## src/rtl/riscv_wb_pkg.sv

```systemverilog
// rtl/riscv_wb_pkg.sv - shared widths, FSM encoding and FIFO depth for the writeback stage
package riscv_wb_pkg;

  localparam int DEF_DATA_W     = 32;
  localparam int DEF_REG_ADDR_W = 5;
  localparam int FIFO_DEPTH     = 2;

  typedef enum logic {
    ST_IDLE      = 1'b0,
    ST_LOAD_WAIT = 1'b1
  } wb_state_e;

endpackage

```

## src/rtl/wb_fifo.sv

```systemverilog
// rtl/wb_fifo.sv - small {waddr, wdata} FIFO with per-entry valid/waddr taps for hazard compare
module wb_fifo #(
  parameter int DATA_W = 32,
  parameter int ADDR_W = 5,
  parameter int DEPTH  = 2
) (
  input  logic                    clk,
  input  logic                    rst,
  input  logic                    push,
  input  logic [ADDR_W-1:0]       push_waddr,
  input  logic [DATA_W-1:0]       push_wdata,
  input  logic                    pop,
  output logic                    full,
  output logic                    empty,
  output logic [ADDR_W-1:0]       head_waddr,
  output logic [DATA_W-1:0]       head_wdata,
  output logic [DEPTH-1:0]        ent_valid,
  output logic [DEPTH*ADDR_W-1:0] ent_waddr
);

  // DEPTH is expected to be a power of two so the pointers wrap naturally.
  localparam int PTR_W = (DEPTH > 1) ? $clog2(DEPTH) : 1;

  logic [ADDR_W-1:0] mem_waddr [DEPTH];
  logic [DATA_W-1:0] mem_wdata [DEPTH];
  logic [PTR_W-1:0]  rd_ptr;
  logic [PTR_W-1:0]  wr_ptr;
  logic [PTR_W:0]    count;
  logic              do_push;
  logic              do_pop;

  assign full       = (count == (PTR_W+1)'(DEPTH));
  assign empty      = (count == '0);
  assign do_push    = push && !full;
  assign do_pop     = pop && !empty;
  assign head_waddr = mem_waddr[rd_ptr];
  assign head_wdata = mem_wdata[rd_ptr];

  // Pointer and occupancy bookkeeping; a simultaneous push and pop leaves count unchanged.
  always_ff @(posedge clk) begin
    if (rst) begin
      rd_ptr <= '0;
      wr_ptr <= '0;
      count  <= '0;
    end else begin
      if (do_push) wr_ptr <= wr_ptr + 1'b1;
      if (do_pop)  rd_ptr <= rd_ptr + 1'b1;
      if (do_push && !do_pop)      count <= count + 1'b1;
      else if (!do_push && do_pop) count <= count - 1'b1;
    end
  end

  // Entry storage; contents need no reset because validity is tracked by count.
  always_ff @(posedge clk) begin
    if (do_push) begin
      mem_waddr[wr_ptr] <= push_waddr;
      mem_wdata[wr_ptr] <= push_wdata;
    end
  end

  // An entry is live when its distance from the read pointer is below the occupancy.
  always_comb begin
    ent_valid = '0;
    ent_waddr = '0;
    for (int i = 0; i < DEPTH; i++) begin
      ent_valid[i] = ({1'b0, PTR_W'(PTR_W'(i) - rd_ptr)} < count);
      ent_waddr[i*ADDR_W +: ADDR_W] = mem_waddr[i];
    end
  end

endmodule

```

## src/rtl/reg_writeback.sv

```systemverilog
// rtl/reg_writeback.sv - register-file write port arbiter for ALU results and one outstanding load; WB_WAW_KILL_EN selects kill-on-WAW instead of WAW backpressure
module reg_writeback
  import riscv_wb_pkg::*;
#(
  parameter int DATA_W = DEF_DATA_W,
  parameter int ADDR_W = DEF_REG_ADDR_W
) (
  input  logic              sys_clk,
  input  logic              sys_rst,
  input  logic              ex_valid,
  output logic              ex_ready,
  input  logic              ex_is_load,
  input  logic [ADDR_W-1:0] ex_waddr,
  input  logic [DATA_W-1:0] ex_wdata,
  input  logic              mem_rvalid,
  input  logic [DATA_W-1:0] mem_rdata,
  input  logic [ADDR_W-1:0] id_rs1,
  input  logic [ADDR_W-1:0] id_rs2,
  output logic              hazard_stall,
  output logic [ADDR_W-1:0] reg_waddr,
  output logic [DATA_W-1:0] reg_wdata,
  output logic              reg_wen
);

  wb_state_e state;
  wb_state_e next_state;

  logic [ADDR_W-1:0]            pend_rd;
  logic                         ex_fire;
  logic                         alu_fire;
  logic                         load_fire;
  logic                         load_ret;
  logic                         kill;
  logic                         kill_now;
  logic                         fifo_push;
  logic                         fifo_pop;
  logic                         fifo_full;
  logic                         fifo_empty;
  logic [ADDR_W-1:0]            fifo_head_waddr;
  logic [DATA_W-1:0]            fifo_head_wdata;
  logic [FIFO_DEPTH-1:0]        fifo_ent_valid;
  logic [FIFO_DEPTH*ADDR_W-1:0] fifo_ent_waddr;
  logic                         wr_en;
  logic [ADDR_W-1:0]            wr_addr;
  logic [DATA_W-1:0]            wr_data;

  assign ex_fire   = ex_valid && ex_ready;
  assign alu_fire  = ex_fire && !ex_is_load && (ex_waddr != '0);
  assign load_fire = ex_fire && ex_is_load;
  assign load_ret  = (state == ST_LOAD_WAIT) && mem_rvalid;

`ifdef WB_WAW_KILL_EN
  logic kill_hit;

  // A younger ALU write to the pending load's destination supersedes the load data.
  assign kill_hit = (state == ST_LOAD_WAIT) && ex_fire && !ex_is_load && (ex_waddr == pend_rd);
  assign kill_now = kill || kill_hit;

  // Kill lives only for the current load; cleared when the load returns or none is outstanding.
  always_ff @(posedge sys_clk) begin
    if (sys_rst || load_ret || state == ST_IDLE) kill <= 1'b0;
    else if (kill_hit)                           kill <= 1'b1;
  end
`else
  assign kill     = 1'b0;
  assign kill_now = 1'b0;
`endif

  // Backpressure: FIFO full, a second load, or (without kill) a WAW against the pending load.
  always_comb begin
    ex_ready = !fifo_full && !(state == ST_LOAD_WAIT && ex_is_load);
`ifndef WB_WAW_KILL_EN
    if (state == ST_LOAD_WAIT && ex_waddr == pend_rd) ex_ready = 1'b0;
`endif
  end

  // FSM state register.
  always_ff @(posedge sys_clk) begin
    if (sys_rst) state <= ST_IDLE;
    else         state <= next_state;
  end

  // FSM next state: one load in flight at a time; mem_rvalid with no load pending is ignored.
  always_comb begin
    next_state = state;
    case (state)
      ST_IDLE:      if (load_fire)  next_state = ST_LOAD_WAIT;
      ST_LOAD_WAIT: if (mem_rvalid) next_state = ST_IDLE;
      default:                      next_state = ST_IDLE;
    endcase
  end

  // FSM outputs: port arbitration load return > FIFO head > bypass. The FIFO is held while a
  // load is outstanding so the older load reaches the port ahead of younger ALU results.
  always_comb begin
    wr_en    = 1'b0;
    wr_addr  = pend_rd;
    wr_data  = mem_rdata;
    fifo_pop = 1'b0;
    if (load_ret) begin
      wr_en = !kill_now && (pend_rd != '0);
    end else if (state == ST_IDLE && !fifo_empty) begin
      fifo_pop = 1'b1;
      wr_en    = 1'b1;
      wr_addr  = fifo_head_waddr;
      wr_data  = fifo_head_wdata;
    end else if (state == ST_IDLE && alu_fire) begin
      wr_en   = 1'b1;
      wr_addr = ex_waddr;
      wr_data = ex_wdata;
    end
    fifo_push = alu_fire && !(state == ST_IDLE && fifo_empty);
  end

  // Capture the destination of an accepted load.
  always_ff @(posedge sys_clk) begin
    if (sys_rst)        pend_rd <= '0;
    else if (load_fire) pend_rd <= ex_waddr;
  end

  // Registered write port; address/data hold between writes.
  always_ff @(posedge sys_clk) begin
    if (sys_rst) begin
      reg_wen   <= 1'b0;
      reg_waddr <= '0;
      reg_wdata <= '0;
    end else begin
      reg_wen <= wr_en;
      if (wr_en) begin
        reg_waddr <= wr_addr;
        reg_wdata <= wr_data;
      end
    end
  end

  // Stall decode on any nonzero source whose write has not yet reached the port.
  always_comb begin
    hazard_stall = 1'b0;
    if (state == ST_LOAD_WAIT && !kill && pend_rd != '0 &&
        (id_rs1 == pend_rd || id_rs2 == pend_rd))
      hazard_stall = 1'b1;
    for (int i = 0; i < FIFO_DEPTH; i++) begin
      if (fifo_ent_valid[i]) begin
        if (id_rs1 != '0 && id_rs1 == fifo_ent_waddr[i*ADDR_W +: ADDR_W]) hazard_stall = 1'b1;
        if (id_rs2 != '0 && id_rs2 == fifo_ent_waddr[i*ADDR_W +: ADDR_W]) hazard_stall = 1'b1;
      end
    end
  end

  wb_fifo #(
    .DATA_W (DATA_W),
    .ADDR_W (ADDR_W),
    .DEPTH  (FIFO_DEPTH)
  ) u_fifo (
    .clk        (sys_clk),
    .rst        (sys_rst),
    .push       (fifo_push),
    .push_waddr (ex_waddr),
    .push_wdata (ex_wdata),
    .pop        (fifo_pop),
    .full       (fifo_full),
    .empty      (fifo_empty),
    .head_waddr (fifo_head_waddr),
    .head_wdata (fifo_head_wdata),
    .ent_valid  (fifo_ent_valid),
    .ent_waddr  (fifo_ent_waddr)
  );

endmodule

```

## config.mk

```make
export PLATFORM = sky130hd
export DESIGN_NAME = reg_writeback
export DESIGN_NICKNAME = d
export VERILOG_FILES = /design/src/rtl/riscv_wb_pkg.sv /design/src/rtl/wb_fifo.sv /design/src/rtl/reg_writeback.sv
export SDC_FILE = /design/constraint.sdc
export NUM_CORES = 1
export LEC_CHECK = 0
export BUFFER_PORTS_ARGS = -buffer_cell sky130_fd_sc_hd__clkbuf_2
export CORE_MARGIN = 10
export CORE_UTILIZATION = 40
export DETAILED_ROUTE_END_ITERATION = 12
export GPL_TIMING_DRIVEN = 0
export PLACE_DENSITY = 0.67
export SYNTH_ARGS = -nofsm -noshare
export SYNTH_HDL_FRONTEND = slang
export SYNTH_SLANG_ARGS = --single-unit
```

## constraint.sdc

```tcl
create_clock -name sys_clk -period 2.9 [get_ports sys_clk]
set_input_delay 0.145 -clock sys_clk [delete_from_list [all_inputs] [get_ports sys_clk]]
set_output_delay 0.145 -clock sys_clk [all_outputs]
set_load 0.02 [all_outputs]
```

# ---- Yosys cells after proc, flatten, opt, wreduce, memory -nomap -nowiden
# Memories as Yosys holds them, arrays and structs flattened. A register that Yosys moved wholly into a read port is not among the register bits.
# Index checks and enable logic that the tools add are counted.
dict set report word_totals {
  reg_bits 48
  ramBits 74
  n_memories 2
}
# memory depth word_bits read_ports rd_ports_with_merged_regs write_ports line_no
set mem_list {}
lappend mem_list {u_fifo.mem_wdata 2 32 1 1 1 wb_fifo.sv:25} ;# logic [DATA_W-1:0] mem_wdata [DEPTH];
lappend mem_list {u_fifo.mem_waddr 2 5 3 1 1 wb_fifo.sv:24} ;# logic [ADDR_W-1:0] mem_waddr [DEPTH];
dict set report classes {
  n_addsub 6
  n_lt_le_gt_ge 2
  n_eq_ne 8
  mux 30
  n_bitwise 1
  n_reduce_logical 36
}
# cell count
set ops {}
lappend ops {{$mux W32} 3}
lappend ops {{$eq A5 B5 Y1} 7}
lappend ops {{$logic_and A1 B1 Y1} 22}
lappend ops {{$mux W1} 21}
lappend ops {{$reduce_bool A5 Y1} 4}
lappend ops {{$mux W5} 3}
lappend ops {{$logic_not A1 Y1} 7}
lappend ops {{$lt A1 B2 Y1} 2}
lappend ops {{$mux W2} 2}
lappend ops {{$add A1 B1 Y1 const B} 2}
lappend ops {{$add A2 B1 Y2 const B} 1}
lappend ops {{$eq A2 B2 Y1 const B} 1}
lappend ops {{$logic_not A2 Y1} 1}
lappend ops {{$pmux W1 S2} 1}
lappend ops {{$reduce_bool A2 Y1} 1}
lappend ops {{$sub A1 B1 Y1 const A} 2}
lappend ops {{$sub A2 B1 Y2 const B} 1}
lappend ops {{$logic_or A1 B1 Y1} 1}
lappend ops {{$not A1 Y1} 1}

# ---- Longest topological paths before layout
dict set report logic_depth {
  ltp_word 13
  ltp_mapped 9
  mapped_depth_nobuf 8
}

# ---- Hierarchy
# A second synthesis with hierarchy kept.
dict set report hier_totals {
  cells_unflattened 566
  area_unflattened_um2 6258.5
}
# module instances cells_each area_per_inst_um2
set by_module_without_submodules {}
lappend by_module_without_submodules {reg_writeback 1 422 3347.0}
lappend by_module_without_submodules {wb_fifo 1 144 2911.5}

# ---- Least setup slack after synthesis
# OpenSTA, ideal clock, no wires.
dict set report synth_timing {
  kind {flip-flop to flip-flop}
  startpoint {reg pend_rd[3]}
  endpoint {mem u_fifo.mem_waddr[1][0], enable pin}
  setup_time_ps 398
  arrival_ps 1897
  required_time_ps 2502
  slack_ps 605
  stages_incl_launch_ff 6
  synth_period_minus_slack_ps 2295
  path_cell_list {dfxtp_1 -> clkbuf_1 -> xnor2_1 -> nand4_1 -> o31a_1 -> and3_1}
}
dict set report synth_between {
  elab_chain_len 10
}
# item line_no
set synth_rtl {}
lappend synth_rtl {{start: declaration} reg_writeback.sv:28} ;# logic [ADDR_W-1:0] pend_rd;
lappend synth_rtl {{start signal: assignment} reg_writeback.sv:118} ;# else if (load_fire) pend_rd <= ex_waddr;
lappend synth_rtl {{$eq A5 B5 Y1} reg_writeback.sv:73} ;# if (state == ST_LOAD_WAIT && ex_waddr == pend_rd) ex_ready = 1'b0;
lappend synth_rtl {{$logic_and A1 B1 Y1} reg_writeback.sv:73}
lappend synth_rtl {{$mux W1} reg_writeback.sv:73}
lappend synth_rtl {{$logic_and A1 B1 Y1} reg_writeback.sv:47} ;# assign ex_fire = ex_valid && ex_ready;
lappend synth_rtl {{$logic_and A1 B1 Y1 (2 in series)} reg_writeback.sv:48} ;# assign alu_fire = ex_fire && !ex_is_load && (ex_waddr != '0);
lappend synth_rtl {{$logic_and A1 B1 Y1} reg_writeback.sv:112} ;# fifo_push = alu_fire && !(state == ST_IDLE && fifo_empty);
lappend synth_rtl {{$logic_and A1 B1 Y1} wb_fifo.sv:34} ;# assign do_push = push && !full;
lappend synth_rtl {{$mux W1} wb_fifo.sv:55} ;# if (do_push) begin
lappend synth_rtl {{$mux W1 (implied by the code)} wb_fifo.sv:56} ;# mem_waddr[wr_ptr] <= push_waddr;
lappend synth_rtl {{end: declaration} wb_fifo.sv:24}
# No other way between the ends.

# ---- Worst setup path in the final report
dict set report layout_timing {
  startpoint {reg state}
  endpoint {reg u_fifo.count[1]}
}
dict set report layout_between {
  elab_chain_len 12
  elab_cells_between_ends 24
  cone_classes {4 x mux; 1 x bitwise; 19 x reduce/logical}
}
# item line_no
set layout_rtl {}
lappend layout_rtl {{start: declaration} reg_writeback.sv:25} ;# wb_state_e state;
lappend layout_rtl {{start signal: assignment} reg_writeback.sv:80} ;# else state <= next_state;
lappend layout_rtl {{$logic_and A1 B1 Y1} reg_writeback.sv:71} ;# ex_ready = !fifo_full && !(state == ST_LOAD_WAIT && ex_is_load);
lappend layout_rtl {{$logic_not A1 Y1} reg_writeback.sv:71}
lappend layout_rtl {{$logic_and A1 B1 Y1} reg_writeback.sv:71}
lappend layout_rtl {{$mux W1} reg_writeback.sv:73}
lappend layout_rtl {{$logic_and A1 B1 Y1} reg_writeback.sv:47}
lappend layout_rtl {{$logic_and A1 B1 Y1 (2 in series)} reg_writeback.sv:48}
lappend layout_rtl {{$logic_and A1 B1 Y1} reg_writeback.sv:112}
lappend layout_rtl {{$logic_and A1 B1 Y1} wb_fifo.sv:34}
lappend layout_rtl {{$logic_not A1 Y1} wb_fifo.sv:49} ;# else if (!do_push && do_pop) count <= count - 1'b1;
lappend layout_rtl {{$logic_and A1 B1 Y1} wb_fifo.sv:49}
lappend layout_rtl {{$reduce_bool A2 Y1 (no line)} -}
lappend layout_rtl {{end signal: assignment} wb_fifo.sv:48} ;# if (do_push && !do_pop) count <= count + 1'b1;
lappend layout_rtl {{end signal: assignment} wb_fifo.sv:49}
lappend layout_rtl {{end: declaration} wb_fifo.sv:28} ;# logic [PTR_W:0] count;
# Several ways; a longest one is shown, not always the timed one.
# A chain may end at the register's enable or synchronous reset.

==> impl_metrics.ini <==
[timing]
tightest_slew_ps = 897
worst_clock_skew_ps = 8.96
period_minus_slack_ps = 2630
final.period_utilization_pct = 90.8
finalHoldViolations = 0
finalSetupViolations = 0
whs_ps = 18.2
maxSlewHeadroom_pct = 40.0
final_count_of_pins_violating_max_slew = 0
rsz0062_at_grt = no
maxClockFrequency_mhz = 380

[worst_setup_path]
worstSetupStartpoint = state$_SDFF_PP0_
timing.reg2reg.worst_path_depth = 7
timing.rr.start = state$_SDFF_PP0_
critical_path_class = reg -> reg
reg2reg_setup_slack_ps = 270
worst_ep_required_time_ps = 3240
timing.critical_path.buf_inv = 3
timing.critical_path.max_delay_family = buffers and inverters
setup.worst_path.start_class = flip-flop
setup.worst_path.end_class = flip-flop
crit_path_frequent_cell = sky130_fd_sc_hd__clkbuf_1
cell_with_the_largest_stage_delay_on_the_worst_path = sky130_fd_sc_hd__clkbuf_1
critical_path.max_fanout = 10
critical_path.endpoint = u_fifo.count[1]$_SDFFE_PP0P_
critical_path.reg2reg.endpoint = u_fifo.count[1]$_SDFFE_PP0P_
worst-path-stages = 7
critical_path.cell_chain = clkbuf_1 -> o21bai_1 -> clkbuf_1 -> clkbuf_2 -> ha_1 -> or3_1 -> a21oi_1
critical_path_arrival_ps = 2970
slowest_delay_ps = 460

[clock_tree]
numCtsBuffers = 17
worst_skew_pair.late_latency_ps = 420
tritoncts = done
clk_root_buffer_cell = sky130_fd_sc_hd__clkbuf_16
cts.reportedPaths.clkPinSlew_ps = 60
numClockSinks = 123
cts.path.max_buffers = 2
cts_htree_levels = 4

[logic_synthesis]
synth-xor-area-share_pct = 5.60
synthCells = 541
synthAdderAreaFrac_pct = 0.211
yosys.area.top_type = sky130_fd_sc_hd__edfxtp_1
share_of_cell_area_taken_by_muxes_after_synthesis_pct = 0.843
synth_compound_area_share_pct = 18.6
synth_async_sr_flop_share_pct = 0
postSynthRegisterBits = 123
post_synth_edffs = 74
yosys_warnings = 0
synthesis.area_um2 = 5940
seq_area_frac_synth_pct = 53.9
dominantRegCellSynth = sky130_fd_sc_hd__edfxtp_1
ys_types = 40
syn_avg_cell_area_um2 = 11.0
syn_nets = 626
synthSimpleGateAreaFrac_pct = 16.8
synth.top_cells.by_area = sky130_fd_sc_hd__edfxtp_1 (37%), sky130_fd_sc_hd__dfxtp_1 (17%), sky130_fd_sc_hd__a311o_1 (5.6%)
synth_top_area_share_pct = 37.4
largest_family_of_logic_cells_by_synthesized_area = compound AO/OA/AOI/OAI gates

[min_path]
min-delay-path-class = in -> reg
worst_min_delay_path_startpoint = mem_rdata[0]

[finish]
post_route_core_utilization_pct = 54.8
final_net_count = 825
layout.cells.most_common = sky130_fd_sc_hd__clkbuf_2
drive_above_1_share_pct = 22.3
layout_common_cells = sky130_fd_sc_hd__clkbuf_2 (125), sky130_fd_sc_hd__nand2_1 (78), sky130_fd_sc_hd__edfxtp_1 (74)
num_antenna_cells = 0
layout-area-overhead-vs-synth_pct = 34.2

[floorplan]
standard_cell_row_count = 44
initial_standard_cell_utilization_of_the_core_pct = 40.9
core_um2 = 14500
fp.dieW_um = 142
area_enclosed_by_the_die_boundary_um2 = 20100
die_y_extent_um = 142
ioPinCount = 124

[placed_design]
gp_routability_congestion = 0.809
portBuffers = 123
post-dp-hpwl_um = 12700

[global_route]
grt.total_usage_pct = 18.1
global_route.overflow_total = 0
grt_start_max_net_pins = 38
grt_pass1_vias = 5604
grt_antenna_before_repair = 0
global_route_wire_length_before_repair_um = 29200

[outcome]
run_status = completed

[drt]
wl_per_cell_um = 19.5
drcViolationCount = 0
via_count = 5224
detail_route.wirelength_um = 18200
drt_iter0_markers = 389
dr.pass1.iters = 5
viasPerCell = 5.58
ant_nets = 0

[power]
worst_ir_drop_vdd_mv = 0.583
powerDensity_nw_per_um2 = 880
p_leak_nw = 2.96

[flow_run]
max-cap-violations = 0
## repair_timing
action                                  in CTS  in global routing
hold endpoints to repair                    89                  0
hold buffers                                56                  0
resized for setup                            0                  5
endpoints found under the setup margin       0                 20
buffers inserted                             0                  0
## power breakdown
| part | leakage, nW | internal (mW) | switching (mW) |
|---|---|---|---|
| combinational | 1.61 | 0.916 | 1.67 |
| clock | 0.282 | 1.35 | 0.789 |
| sequential | 1.07 | 2.15 | 0.146 |
| total | 2.96 | 4.41 | 2.60 |
## sequential cells by signal, indices dropped and copies added (netlist names), named ones only
register,count
reg_wen,1
u_fifo.mem_waddr,10
u_fifo.rd_ptr,1
state,1
u_fifo.mem_wdata,64
u_fifo.wr_ptr,1
u_fifo.count,2
pend_rd,5
reg_waddr,5
reg_wdata,32
## area by class of cell
cell class / instances / area (um2)
Inverter: 5 / 18.8
Fill cell: 1264 / 6560
Tap cell: 184 / 230
Sequential cell: 123 / 3200
Buffer: 49 / 219
Clock buffer: 18 / 429
Timing Repair Buffer: 180 / 1200
Multi-Input combinational cell: 364 / 2500
Clock inverter: 14 / 174
## synthesized netlist by cell type, drive strengths merged (2+ instances only)
cell type,count
a211oi,37
a21oi,4
a221o,5
a311o,33
a311oi,37
buf,9
clkbuf,40
dfxtp,49
edfxtp,74
inv,5
mux2i,5
nand2,78
nand2b,2
nand3,8
nand4,2
nor2,14
nor2b,41
nor3,4
nor3b,32
nor4,4
o211ai,2
o21ai,4
or4,3
xnor2,21
xor2,17
## routing by layer
layer	part of all wire [%]	vias up	track usage, %
li1	-	2470	-
met1	43	2528	22.2
met2	48	196	29.5
met3	6.9	30	5.04
met4	1.9	0	7.32
met5	0	-	0
## worst min path at each step
| stage | end | cells past startpoint |
|---|---|---|
| floorplan | u_fifo.mem_waddr[0][0]$_DFFE_PP_ | 0 |
| global placement | u_fifo.mem_wdata[1][14]$_DFFE_PP_ | 1 |
| detailed placement | u_fifo.mem_wdata[1][0]$_DFFE_PP_ | 1 |
| CTS | reg_wdata[0]$_SDFFE_PP0P_ | 2 |
| global route | reg_wdata[6]$_SDFFE_PP0P_ | 2 |
| finish | reg_wdata[0]$_SDFFE_PP0P_ | 2 |
## per-stage QoR
step,worst slack [ps],cell area (um2),TNS [ps],power [mW],instances
after floorplan,605,5940,0,3.96,541
after global placement,-128,6780,-4700,4.77,848
after detailed placement,136,6810,0,4.85,849
after CTS,107,7970,0,7.04,937
after global routing,89.1,7970,0,7.39,937
final,267,7970,0,7.02,937
## logic make-up after synthesis
kind of cell,count (synthesis)
and+or+nand+nor,191
AOI/OAI and AO/OA,129
DFF,123
buffers and inverters,54
xor gates and xnor gates,38
muxes,5
adders and majority gates,1
No activity file was read; power rests on OpenSTA's default activity.
